## src/rtl/addsub_seq_if.sv

```systemverilog
// Start/done handshake bundle for the multi-precision add/sub sequencer.
// The master drives requests and accepts results; the slave is the sequencer.
interface addsub_seq_if #(
  parameter int unsigned W = 32
);
  logic         start_valid;
  logic         start_ready;
  logic [W-1:0] x;
  logic [W-1:0] y;
  logic         sub;
  logic         done_valid;
  logic         done_ready;
  logic [W-1:0] result;
  logic         ccc;
  logic         ccn;
  logic         ccz;
  logic         ccv;
  logic         busy;

  modport master (
    output start_valid, x, y, sub, done_ready,
    input  start_ready, done_valid, result, ccc, ccn, ccz, ccv, busy
  );

  modport slave (
    input  start_valid, x, y, sub, done_ready,
    output start_ready, done_valid, result, ccc, ccn, ccz, ccv, busy
  );
endinterface

```

## src/rtl/addsub_seq.sv

```systemverilog
// Slice-serial add/subtract: one BITS-wide adder slice reused WORDS times,
// least significant slice first, with carry chained between cycles.
module addsub_seq #(
  parameter int unsigned BITS  = 8,
  parameter int unsigned WORDS = 4
) (
  input  logic         clk,
  input  logic         rst_n,
  addsub_seq_if.slave  bus
);
  localparam int unsigned W    = BITS * WORDS;
  localparam int unsigned IDXW = (WORDS > 1) ? $clog2(WORDS) : 1;
  localparam int unsigned SW   = BITS + 1;

  typedef enum logic [1:0] {IDLE, RUN, DONE} state_t;

  state_t state_q;
  state_t state_d;

  logic [W-1:0]    x_q;
  logic [W-1:0]    y_q;
  logic [W-1:0]    acc_q;
  logic            sub_q;
  logic            carry_q;
  logic            zero_q;
  logic [IDXW-1:0] idx_q;

  logic [W-1:0]    result_q;
  logic            ccc_q;
  logic            ccn_q;
  logic            ccz_q;
  logic            ccv_q;

  logic [BITS-1:0] xs;
  logic [BITS-1:0] ys_eff;
  logic [BITS-1:0] slice_sum;
  logic            slice_c;
  logic [W-1:0]    acc_next;
  logic            last;

  // Operands shift right each cycle, so the active slice is always the low one.
  always_comb begin
    xs       = x_q[BITS-1:0];
    ys_eff   = sub_q ? ~y_q[BITS-1:0] : y_q[BITS-1:0];
    {slice_c, slice_sum} = {1'b0, xs} + {1'b0, ys_eff} + SW'(carry_q);
    acc_next = {slice_sum, acc_q[W-1:BITS]};
    last     = (idx_q == IDXW'(WORDS - 1));
  end

  always_ff @(posedge clk or negedge rst_n) begin
    if (!rst_n) state_q <= IDLE;
    else        state_q <= state_d;
  end

  always_comb begin
    state_d = state_q;
    case (state_q)
      IDLE:    if (bus.start_valid) state_d = RUN;
      RUN:     if (last)            state_d = DONE;
      DONE:    if (bus.done_ready)  state_d = IDLE;
      default: state_d = IDLE;
    endcase
  end

  always_comb begin
    bus.start_ready = 1'b0;
    bus.done_valid  = 1'b0;
    bus.busy        = 1'b1;
    case (state_q)
      IDLE: begin
        bus.start_ready = 1'b1;
        bus.busy        = 1'b0;
      end
      DONE:    bus.done_valid = 1'b1;
      default: ;
    endcase
  end

  // Datapath and result registers; results only move on the RUN->DONE edge.
  always_ff @(posedge clk or negedge rst_n) begin
    if (!rst_n) begin
      x_q      <= '0;
      y_q      <= '0;
      acc_q    <= '0;
      sub_q    <= 1'b0;
      carry_q  <= 1'b0;
      zero_q   <= 1'b0;
      idx_q    <= '0;
      result_q <= '0;
      ccc_q    <= 1'b0;
      ccn_q    <= 1'b0;
      ccz_q    <= 1'b0;
      ccv_q    <= 1'b0;
    end else begin
      case (state_q)
        IDLE: begin
          if (bus.start_valid) begin
            x_q     <= bus.x;
            y_q     <= bus.y;
            sub_q   <= bus.sub;
            carry_q <= bus.sub;
            acc_q   <= '0;
            zero_q  <= 1'b1;
            idx_q   <= '0;
          end
        end
        RUN: begin
          x_q     <= x_q >> BITS;
          y_q     <= y_q >> BITS;
          acc_q   <= acc_next;
          carry_q <= slice_c;
          zero_q  <= zero_q & (slice_sum == '0);
          if (!last) begin
            idx_q <= idx_q + IDXW'(1);
          end else begin
            // Final slice holds the operand sign bits for the overflow check.
            result_q <= acc_next;
            ccc_q    <= slice_c;
            ccn_q    <= sub_q & ~slice_c;
            ccz_q    <= zero_q & (slice_sum == '0);
            ccv_q    <= (xs[BITS-1] == (y_q[BITS-1] ^ sub_q)) &&
                        (slice_sum[BITS-1] != xs[BITS-1]);
          end
        end
        default: ;
      endcase
    end
  end

  assign bus.result = result_q;
  assign bus.ccc    = ccc_q;
  assign bus.ccn    = ccn_q;
  assign bus.ccz    = ccz_q;
  assign bus.ccv    = ccv_q;
endmodule

```

## src/flat_wrapper.sv

```systemverilog
// flat-port wrapper written by rule: the top's interface ports become plain ports
module addsub_seq_flat 
#(
  parameter int unsigned BITS  = 8,
  parameter int unsigned WORDS = 4
)
  (clk, rst_n, bus_start_valid, bus_x, bus_y, bus_sub, bus_done_ready, bus_start_ready, bus_done_valid, bus_result, bus_ccc, bus_ccn, bus_ccz, bus_ccv, bus_busy);
  addsub_seq_if bus_i ();
  input  logic clk;
  input  logic rst_n;
  input wire logic [$bits(bus_i.start_valid)-1:0] bus_start_valid;
  input wire logic [$bits(bus_i.x)-1:0] bus_x;
  input wire logic [$bits(bus_i.y)-1:0] bus_y;
  input wire logic [$bits(bus_i.sub)-1:0] bus_sub;
  input wire logic [$bits(bus_i.done_ready)-1:0] bus_done_ready;
  output wire logic [$bits(bus_i.start_ready)-1:0] bus_start_ready;
  output wire logic [$bits(bus_i.done_valid)-1:0] bus_done_valid;
  output wire logic [$bits(bus_i.result)-1:0] bus_result;
  output wire logic [$bits(bus_i.ccc)-1:0] bus_ccc;
  output wire logic [$bits(bus_i.ccn)-1:0] bus_ccn;
  output wire logic [$bits(bus_i.ccz)-1:0] bus_ccz;
  output wire logic [$bits(bus_i.ccv)-1:0] bus_ccv;
  output wire logic [$bits(bus_i.busy)-1:0] bus_busy;
  assign bus_i.start_valid = bus_start_valid;
  assign bus_i.x = bus_x;
  assign bus_i.y = bus_y;
  assign bus_i.sub = bus_sub;
  assign bus_i.done_ready = bus_done_ready;
  assign bus_start_ready = bus_i.start_ready;
  assign bus_done_valid = bus_i.done_valid;
  assign bus_result = bus_i.result;
  assign bus_ccc = bus_i.ccc;
  assign bus_ccn = bus_i.ccn;
  assign bus_ccz = bus_i.ccz;
  assign bus_ccv = bus_i.ccv;
  assign bus_busy = bus_i.busy;
  addsub_seq #(.BITS(BITS), .WORDS(WORDS)) u_core (.clk(clk), .rst_n(rst_n), .bus(bus_i));
endmodule
```

## config.mk

```make
export PLATFORM = sky130hd
export DESIGN_NAME = addsub_seq_flat
export DESIGN_NICKNAME = d
export VERILOG_FILES = /design/src/rtl/addsub_seq_if.sv /design/src/rtl/addsub_seq.sv /design/src/flat_wrapper.sv
export SDC_FILE = /design/constraint.sdc
export NUM_CORES = 1
export LEC_CHECK = 0
export ABC_CLOCK_PERIOD_IN_PS = 2700
export BUFFER_PORTS_ARGS = -buffer_cell sky130_fd_sc_hd__buf_2
export CORE_UTILIZATION = 50
export DETAILED_ROUTE_END_ITERATION = 10
export GPL_ROUTABILITY_DRIVEN = 0
export PLACE_DENSITY = 0.76
export SYNTH_ARGS = -nofsm -noshare
export SYNTH_HDL_FRONTEND = slang
export SYNTH_SLANG_ARGS = --single-unit
```

## constraint.sdc

```tcl
create_clock -name clk -period 2.7 [get_ports clk]
set_input_delay 0.27 -clock clk [delete_from_list [all_inputs] [get_ports clk]]
set_output_delay 0.27 -clock clk [all_outputs]
set_load 0.05 [all_outputs]
```

# After elaboration in Yosys (flattened, before gate mapping)
# Index checks and enable logic that the tools add are counted.
# op_classes
muxes	21
n_bitwise	5
n_reduce_logical	9
add_sub_neg	3
n_eq_ne	9
# ops
operator	n
one-hot mux 32 bit (2 select lines)	3
2-to-1 mux 32 bit	3
2-to-1 mux 2 bit	5
adder 8 x 8 -> 9 bit	1
adder 9 x 1 -> 9 bit	1
logical NOT 8 bit	1
2-to-1 mux 8 bit	1
NOT 8 bit	1
!= test 2 bit, second input constant	3
one-hot mux 2 bit (3 select lines)	1
AND reduction 2 bit	3
AND reduction 3 bit	2
2-to-1 mux 1 bit	5
equality test 2 bit, second input constant	2
one-hot mux 1 bit (2 select lines)	2
one-hot mux 2 bit (2 select lines)	1
adder 2 x 1 -> 2 bit, second input constant	1
AND 1 bit	2
equality test 2 x 1 -> 1 bit, second input constant	1
logical NOT 2 bit	1
!= test 2 x 1 -> 1 bit, second input constant	1
nonzero test 2 bit	1
equality test 1 bit	1
logical AND 1 bit	1
3 further kinds	3
# word_totals
in_bits	69
wordCells	60
ff_bits	139

# Depth between registers and ports, before layout
# depth
depth_word	7
depth_mapped	11

# Worst setup path before layout
# OpenSTA, ideal clock, no wires.
# synth_path
path_kind	flip-flop to flip-flop
start	register u_core.sub_q
end	register u_core.zero_q
path_stages_with_launch	12
slack_ns	0.151
synth_period_minus_slack_ns	2.549
arrival_ns	2.467
cell_sequence	dfrtp_1 > clkbuf_1 > xnor2_1 > fa_1 > inv_1 > fa_1 > a21oi_1 > o21ai_1 > a21oi_1 > xnor2_1 > nand4_1 > a22oi_2
# synth_via
elab_chain_cells	6
# synth_rtl
element	line_no	rtl
start, declared	addsub_seq.sv:23	logic sub_q;
start signal, assigned	addsub_seq.sv:100	sub_q <= bus.sub;
2-to-1 mux 8 bit	addsub_seq.sv:44	ys_eff = sub_q ? ~y_q[BITS-1:0] : y_q[BITS-1:0];
adder 8 x 8 -> 9 bit	addsub_seq.sv:45	{slice_c, slice_sum} = {1'b0, xs} + {1'b0, ys_eff} + SW'(carry_q);
adder 9 x 1 -> 9 bit	addsub_seq.sv:45	
logical NOT 8 bit	addsub_seq.sv:112	zero_q <= zero_q & (slice_sum == '0);
AND 1 bit	addsub_seq.sv:112	
one-hot mux 1 bit (2 select lines)	addsub_seq.sv:95	case (state_q)
end signal, assigned	addsub_seq.sv:112	
end, declared	addsub_seq.sv:25	logic zero_q;
# Every way passes these cells.
# A chain may end at the register's enable or synchronous reset.

# Final worst setup path
# layout_path
start	register u_core.sub_q
end	register u_core.carry_q
# layout_via
elab_chain_cells	4
# layout_rtl
element	line_no	rtl
2-to-1 mux 8 bit	addsub_seq.sv:44	
adder 8 x 8 -> 9 bit	addsub_seq.sv:45	
adder 9 x 1 -> 9 bit	addsub_seq.sv:45	
one-hot mux 1 bit (2 select lines)	addsub_seq.sv:95	
end signal, assigned	addsub_seq.sv:101	carry_q <= bus.sub;
end signal, assigned	addsub_seq.sv:111	carry_q <= slice_c;
end, declared	addsub_seq.sv:24	logic carry_q;
# Every way passes these cells.

==> report_table.html <==
<table>
<tr><th>Metric</th><th>Value</th></tr>
<tr><th colspan="2">STA</th></tr>
<tr><td>Least-Margin Pin Slew</td><td>871.0 ps</td></tr>
<tr><td>Slew HR</td><td>0.4173</td></tr>
<tr><td>Max-slew violation total from the final report</td><td>0</td></tr>
<tr><td>Final Critical Period</td><td>2499 ps</td></tr>
<tr><td>Fin Clk Skew</td><td>8.108 ps</td></tr>
<tr><td>Final worst path period share</td><td>0.9256</td></tr>
<tr><td>Setup repair after global routing missed its margin</td><td>false</td></tr>
<tr><td>Final setup violating endpoints</td><td>0</td></tr>
<tr><td>Summed negative setup slack over all endpoints</td><td>0 ps</td></tr>
<tr><td>Number of endpoints with negative hold slack in the final report</td><td>0</td></tr>
<tr><td>Fmax</td><td>0.4001 GHz</td></tr>
<tr><th colspan="2">Floorplan</th></tr>
<tr><td>Die area</td><td>11680 um^2</td></tr>
<tr><td>Io pins</td><td>108</td></tr>
<tr><td>Core footprint</td><td>10890 um^2</td></tr>
<tr><td>Starting density of the core</td><td>0.5167</td></tr>
<tr><td>Die Width</td><td>108.1 um</td></tr>
<tr><td>Vertical die dimension</td><td>108.1 um</td></tr>
<tr><td>Number of cell rows</td><td>38</td></tr>
<tr><th colspan="2">Drt</th></tr>
<tr><td>Detailed Route Iter0 Violations</td><td>152</td></tr>
<tr><td>Number of iterations in the first detailed-routing pass</td><td>4</td></tr>
<tr><td>Vias/cell</td><td>5.184</td></tr>
<tr><td>Number of vias in the routed layout</td><td>3909</td></tr>
<tr><td>Average wire length per cell after detail routing</td><td>15.40 um</td></tr>
<tr><td>Post-route DRC</td><td>0</td></tr>
<tr><td>Remaining antenna violation count</td><td>0</td></tr>
<tr><td>Overall routed net length</td><td>11610 um</td></tr>
<tr><th colspan="2">Setup path</th></tr>
<tr><td>Capturing element of the worst setup path</td><td>u_core.carry_q</td></tr>
<tr><td>CP required</td><td>3080 ps</td></tr>
<tr><td>Worst endpoint data arrival time</td><td>2880 ps</td></tr>
<tr><td>Endpoint of the worst register-to-register path</td><td>u_core.carry_q</td></tr>
<tr><td>Element type at the critical path start</td><td>flip-flop</td></tr>
<tr><td>Endpoint class of the critical path</td><td>flip-flop</td></tr>
<tr><td>Class of the most critical setup path</td><td>reg -&gt; reg</td></tr>
<tr><td>Critical path origin</td><td>u_core.sub_q</td></tr>
<tr><td>R2R depth</td><td>10</td></tr>
<tr><td>Reg-to-reg critical path startpoint</td><td>u_core.sub_q</td></tr>
<tr><td>FF-to-FF setup slack</td><td>200 ps</td></tr>
<tr><td>Biggest fanout along the worst timing path</td><td>3</td></tr>
<tr><th colspan="2">Global routing</th></tr>
<tr><td>Number of antenna violations at the first check in global routing</td><td>0</td></tr>
<tr><td>Number of global-route vias before repair</td><td>4170</td></tr>
<tr><td>Global-route wire length before repair</td><td>19400 um</td></tr>
<tr><td>Aggregate global-route resource usage</td><td>0.2177</td></tr>
<tr><td>Grt total ovfl</td><td>0</td></tr>
<tr><td>Pin count of the biggest net entering global routing</td><td>90</td></tr>
<tr><th colspan="2">Finish</th></tr>
<tr><td>Layout Cells excl Fill</td><td>754</td></tr>
<tr><td>Fin nets</td><td>680</td></tr>
<tr><td>Finished Core Util</td><td>0.6654</td></tr>
<tr><td>Count of antenna diodes in the layout</td><td>0</td></tr>
<tr><td>Proportion of layout cells with a drive suffix above 1</td><td>0.2720</td></tr>
<tr><td>Area growth from synthesis to layout</td><td>28.78%</td></tr>
<tr><th colspan="2">Yosys</th></tr>
<tr><td>Flops &amp; latches, synth</td><td>131</td></tr>
<tr><td>Combinational family with the most area after synthesis</td><td>multiplexers</td></tr>
<tr><td>Yosys warning total</td><td>0</td></tr>
<tr><td>Count of flip-flops with a built-in enable after synthesis</td><td>0</td></tr>
<tr><td>Top flip-flop cell by instance count after synthesis</td><td>sky130_fd_sc_hd__dfrtp_1</td></tr>
<tr><td>Adder-cell area share of the yosys netlist</td><td>0.02491</td></tr>
<tr><td>Count of distinct cell types in the synthesized netlist</td><td>40</td></tr>
<tr><td>Seq/Total Area, Yosys</td><td>0.5827</td></tr>
<tr><td>Multiplexer share of the synthesized area</td><td>0.1435</td></tr>
<tr><td>Summed instance area of the synthesized netlist</td><td>5625 um^2</td></tr>
<tr><td>Fraction of synthesis flops using an asynchronous set or reset pin</td><td>1.000</td></tr>
<tr><td>Mean Syn Cell Area</td><td>12.07 um^2</td></tr>
<tr><td>Post-Synthesis Cells</td><td>466</td></tr>
<tr><td>Post-synthesis simple-gate area fraction</td><td>0.05894</td></tr>
<tr><td>Share of the synthesized area in compound gates (AO/OA/AOI/OAI)</td><td>0.1341</td></tr>
<tr><td>Post-synth net total</td><td>545</td></tr>
<tr><td>Synth Area in XOR/XNOR</td><td>0.02469</td></tr>
<tr><th colspan="2">Placed design</th></tr>
<tr><td>Placed instance count</td><td>693</td></tr>
<tr><td>Number of port buffers</td><td>107</td></tr>
<tr><td>Detailed placement HPWL</td><td>7644 um</td></tr>
<tr><th colspan="2">Power</th></tr>
<tr><td>Power density over cell area</td><td>1509 nW/um^2</td></tr>
<tr><td>Max IR drop VDD</td><td>0.0008236 V</td></tr>
<tr><td>Static leakage</td><td>3.612 nW</td></tr>
<tr><th colspan="2">CTS</th></tr>
<tr><td>Root buffer cell</td><td>sky130_fd_sc_hd__clkbuf_8</td></tr>
<tr><td>Clock slew at the register clock pins of the worst setup and hold paths</td><td>60 ps</td></tr>
<tr><td>Clock tree buffer depth</td><td>2</td></tr>
<tr><td>H-tree depth reported by CTS</td><td>4</td></tr>
<tr><td>Clock sinks</td><td>131</td></tr>
<tr><td>Post-CTS Repair Setup Buffers</td><td>0</td></tr>
<tr><td>Later-pin clock latency in the skew report</td><td>520 ps</td></tr>
<tr><td>Total CTS buffers</td><td>17</td></tr>
<tr><td>TritonCTS clock tree</td><td>yes</td></tr>
<tr><th colspan="2">Outcome</th></tr>
<tr><td>Outcome</td><td>completed</td></tr>
<tr><th colspan="2">Worst hold path</th></tr>
<tr><td>HP Class</td><td>in -&gt; reg</td></tr>
<tr><th colspan="2">Job</th></tr>
<tr><td>Count of max-cap constraint violations</td><td>0</td></tr>
</table>
==> Yosys cell counts, drive strengths merged, types with 2 or more instances <==
cell / instances / area [um^2]
a22o: 37 / 325.3
nor2b: 2 / 12.51
inv: 10 / 37.54
fa: 2 / 40.04
xnor2: 7 / 68.82
dfrtp: 131 / 3278
xor2: 8 / 70.07
nor2: 4 / 15.01
ha: 8 / 100.1
mux2: 29 / 326.6
a21oi: 4 / 23.77
nand2: 64 / 242.7
buf: 19 / 96.34
nand2b: 2 / 12.51
clkbuf: 11 / 41.29
nor3: 2 / 15.01
o21bai: 2 / 15.01
o21ai: 65 / 329.1
mux2i: 48 / 480.5
==> through the flow <==
stage | hold slack, ps | cell area (um^2) | worst slack [ps] | power (mW)
after global placement | 377.0 | 6336 | 279.0 | 8.409
final | 21.74 | 7244 | 200.8 | 10.93
after detailed placement | 387.5 | 6336 | 157.3 | 8.596
after global routing | 17.99 | 7244 | 41.91 | 11.68
after floorplan | -25.59 | 5625 | 151.2 | 7.383
after CTS | 0.1123 | 7237 | 140.3 | 11.00
==> logic make-up after synthesis <==
group,count (synthesis)
multiplexers,77
XOR/XNOR,15
AO/OA/AOI/OAI,114
AND/OR/NAND/NOR,79
adder cells (fa/ha/maj),10
flip-flops,131
buffers and inverters,40
==> layer usage <==
metal | GRT usage | wire (um)
met4 | 0.07241 | 98
met2 | 0.3676 | 5785
met5 | 0 | 0
met3 | 0.06570 | 596
met1 | 0.2658 | 5128
==> power breakdown <==
part | internal [mW] | leakage (nW) | switching, mW
sequential | 2.86 | 1.68 | 0.549
clock | 1.48 | 0.285 | 0.840
combinational | 2.00 | 1.65 | 3.20
total | 6.34 | 3.61 | 4.59
==> worst max-delay path: stages, from the launching register on <==
cell                       delay, ps
sky130_fd_sc_hd__dfrtp_1         410
sky130_fd_sc_hd__xnor2_2         190
sky130_fd_sc_hd__fa_1            220
sky130_fd_sc_hd__inv_1            60
sky130_fd_sc_hd__fa_1            430
sky130_fd_sc_hd__a21oi_1         210
sky130_fd_sc_hd__o21ai_1         100
sky130_fd_sc_hd__a21oi_1         260
sky130_fd_sc_hd__o21ai_1          90
sky130_fd_sc_hd__a21oi_1         270
sky130_fd_sc_hd__a221oi_1        120
==> cell usage in the layout, fill, tap and decap left out, drive strengths merged, types with 2 or more instances in the layout <==
master       instances
dfrtp              131
buf                117
o21ai               65
nand2               64
mux2i               48
a22o                37
dlygate4sd3         29
mux2                29
clkbuf              20
inv                 10
xor2                 8
ha                   8
xnor2                7
clkinvlp             5
nor2                 4
a21oi                4
clkinv               4
bufinv               3
nand2b               2
fa                   2
nor2b                2
o21bai               2
nor3                 2
==> area by class of cell <==
cell class	count	area [um^2]
Clock inverter	12	155.1
Multi-Input combinational cell	295	2198
Tap cell	140	175.2
Inverter	10	37.54
Clock buffer	20	455.4
Fill cell	830	3643
Timing Repair Buffer	146	944.7
Sequential cell	131	3278
==> flip-flops by register name, summed over array words and instances (netlist names) <==
name / cells
u_core.y_q: 32
u_core.x_q: 32
u_core.bus.ccc: 1
u_core.bus.result: 32
u_core.state_q: 2
u_core.acc_q: 24
u_core.bus.ccn: 1
u_core.carry_q: 1
u_core.bus.ccz: 1
u_core.sub_q: 1
u_core.idx_q: 2
u_core.bus.ccv: 1
u_core.zero_q: 1
==> worst min-delay path by stage <==
stage / startpoint / cells past startpoint / slack [ps] / to
final: bus_y[12] / 3 / 20 / u_core.y_q[12]
after detailed placement: rst_n / 1 / 390 / u_core.bus.result[5]
after CTS: bus_y[12] / 3 / 0.1 / u_core.y_q[12]
after global routing: bus_x[1] / 3 / 20 / u_core.x_q[1]
after floorplan: rst_n / 0 / -30 / u_core.acc_q[10]
after global placement: rst_n / 1 / 380 / u_core.acc_q[13]
==> repair_timing <==
item	in CTS	in global routing
hold buffers	29	0
setup endpoints to repair	0	2
hold endpoints to repair	114	0
resized for setup	0	1
(Power assumes the default switching activity.)
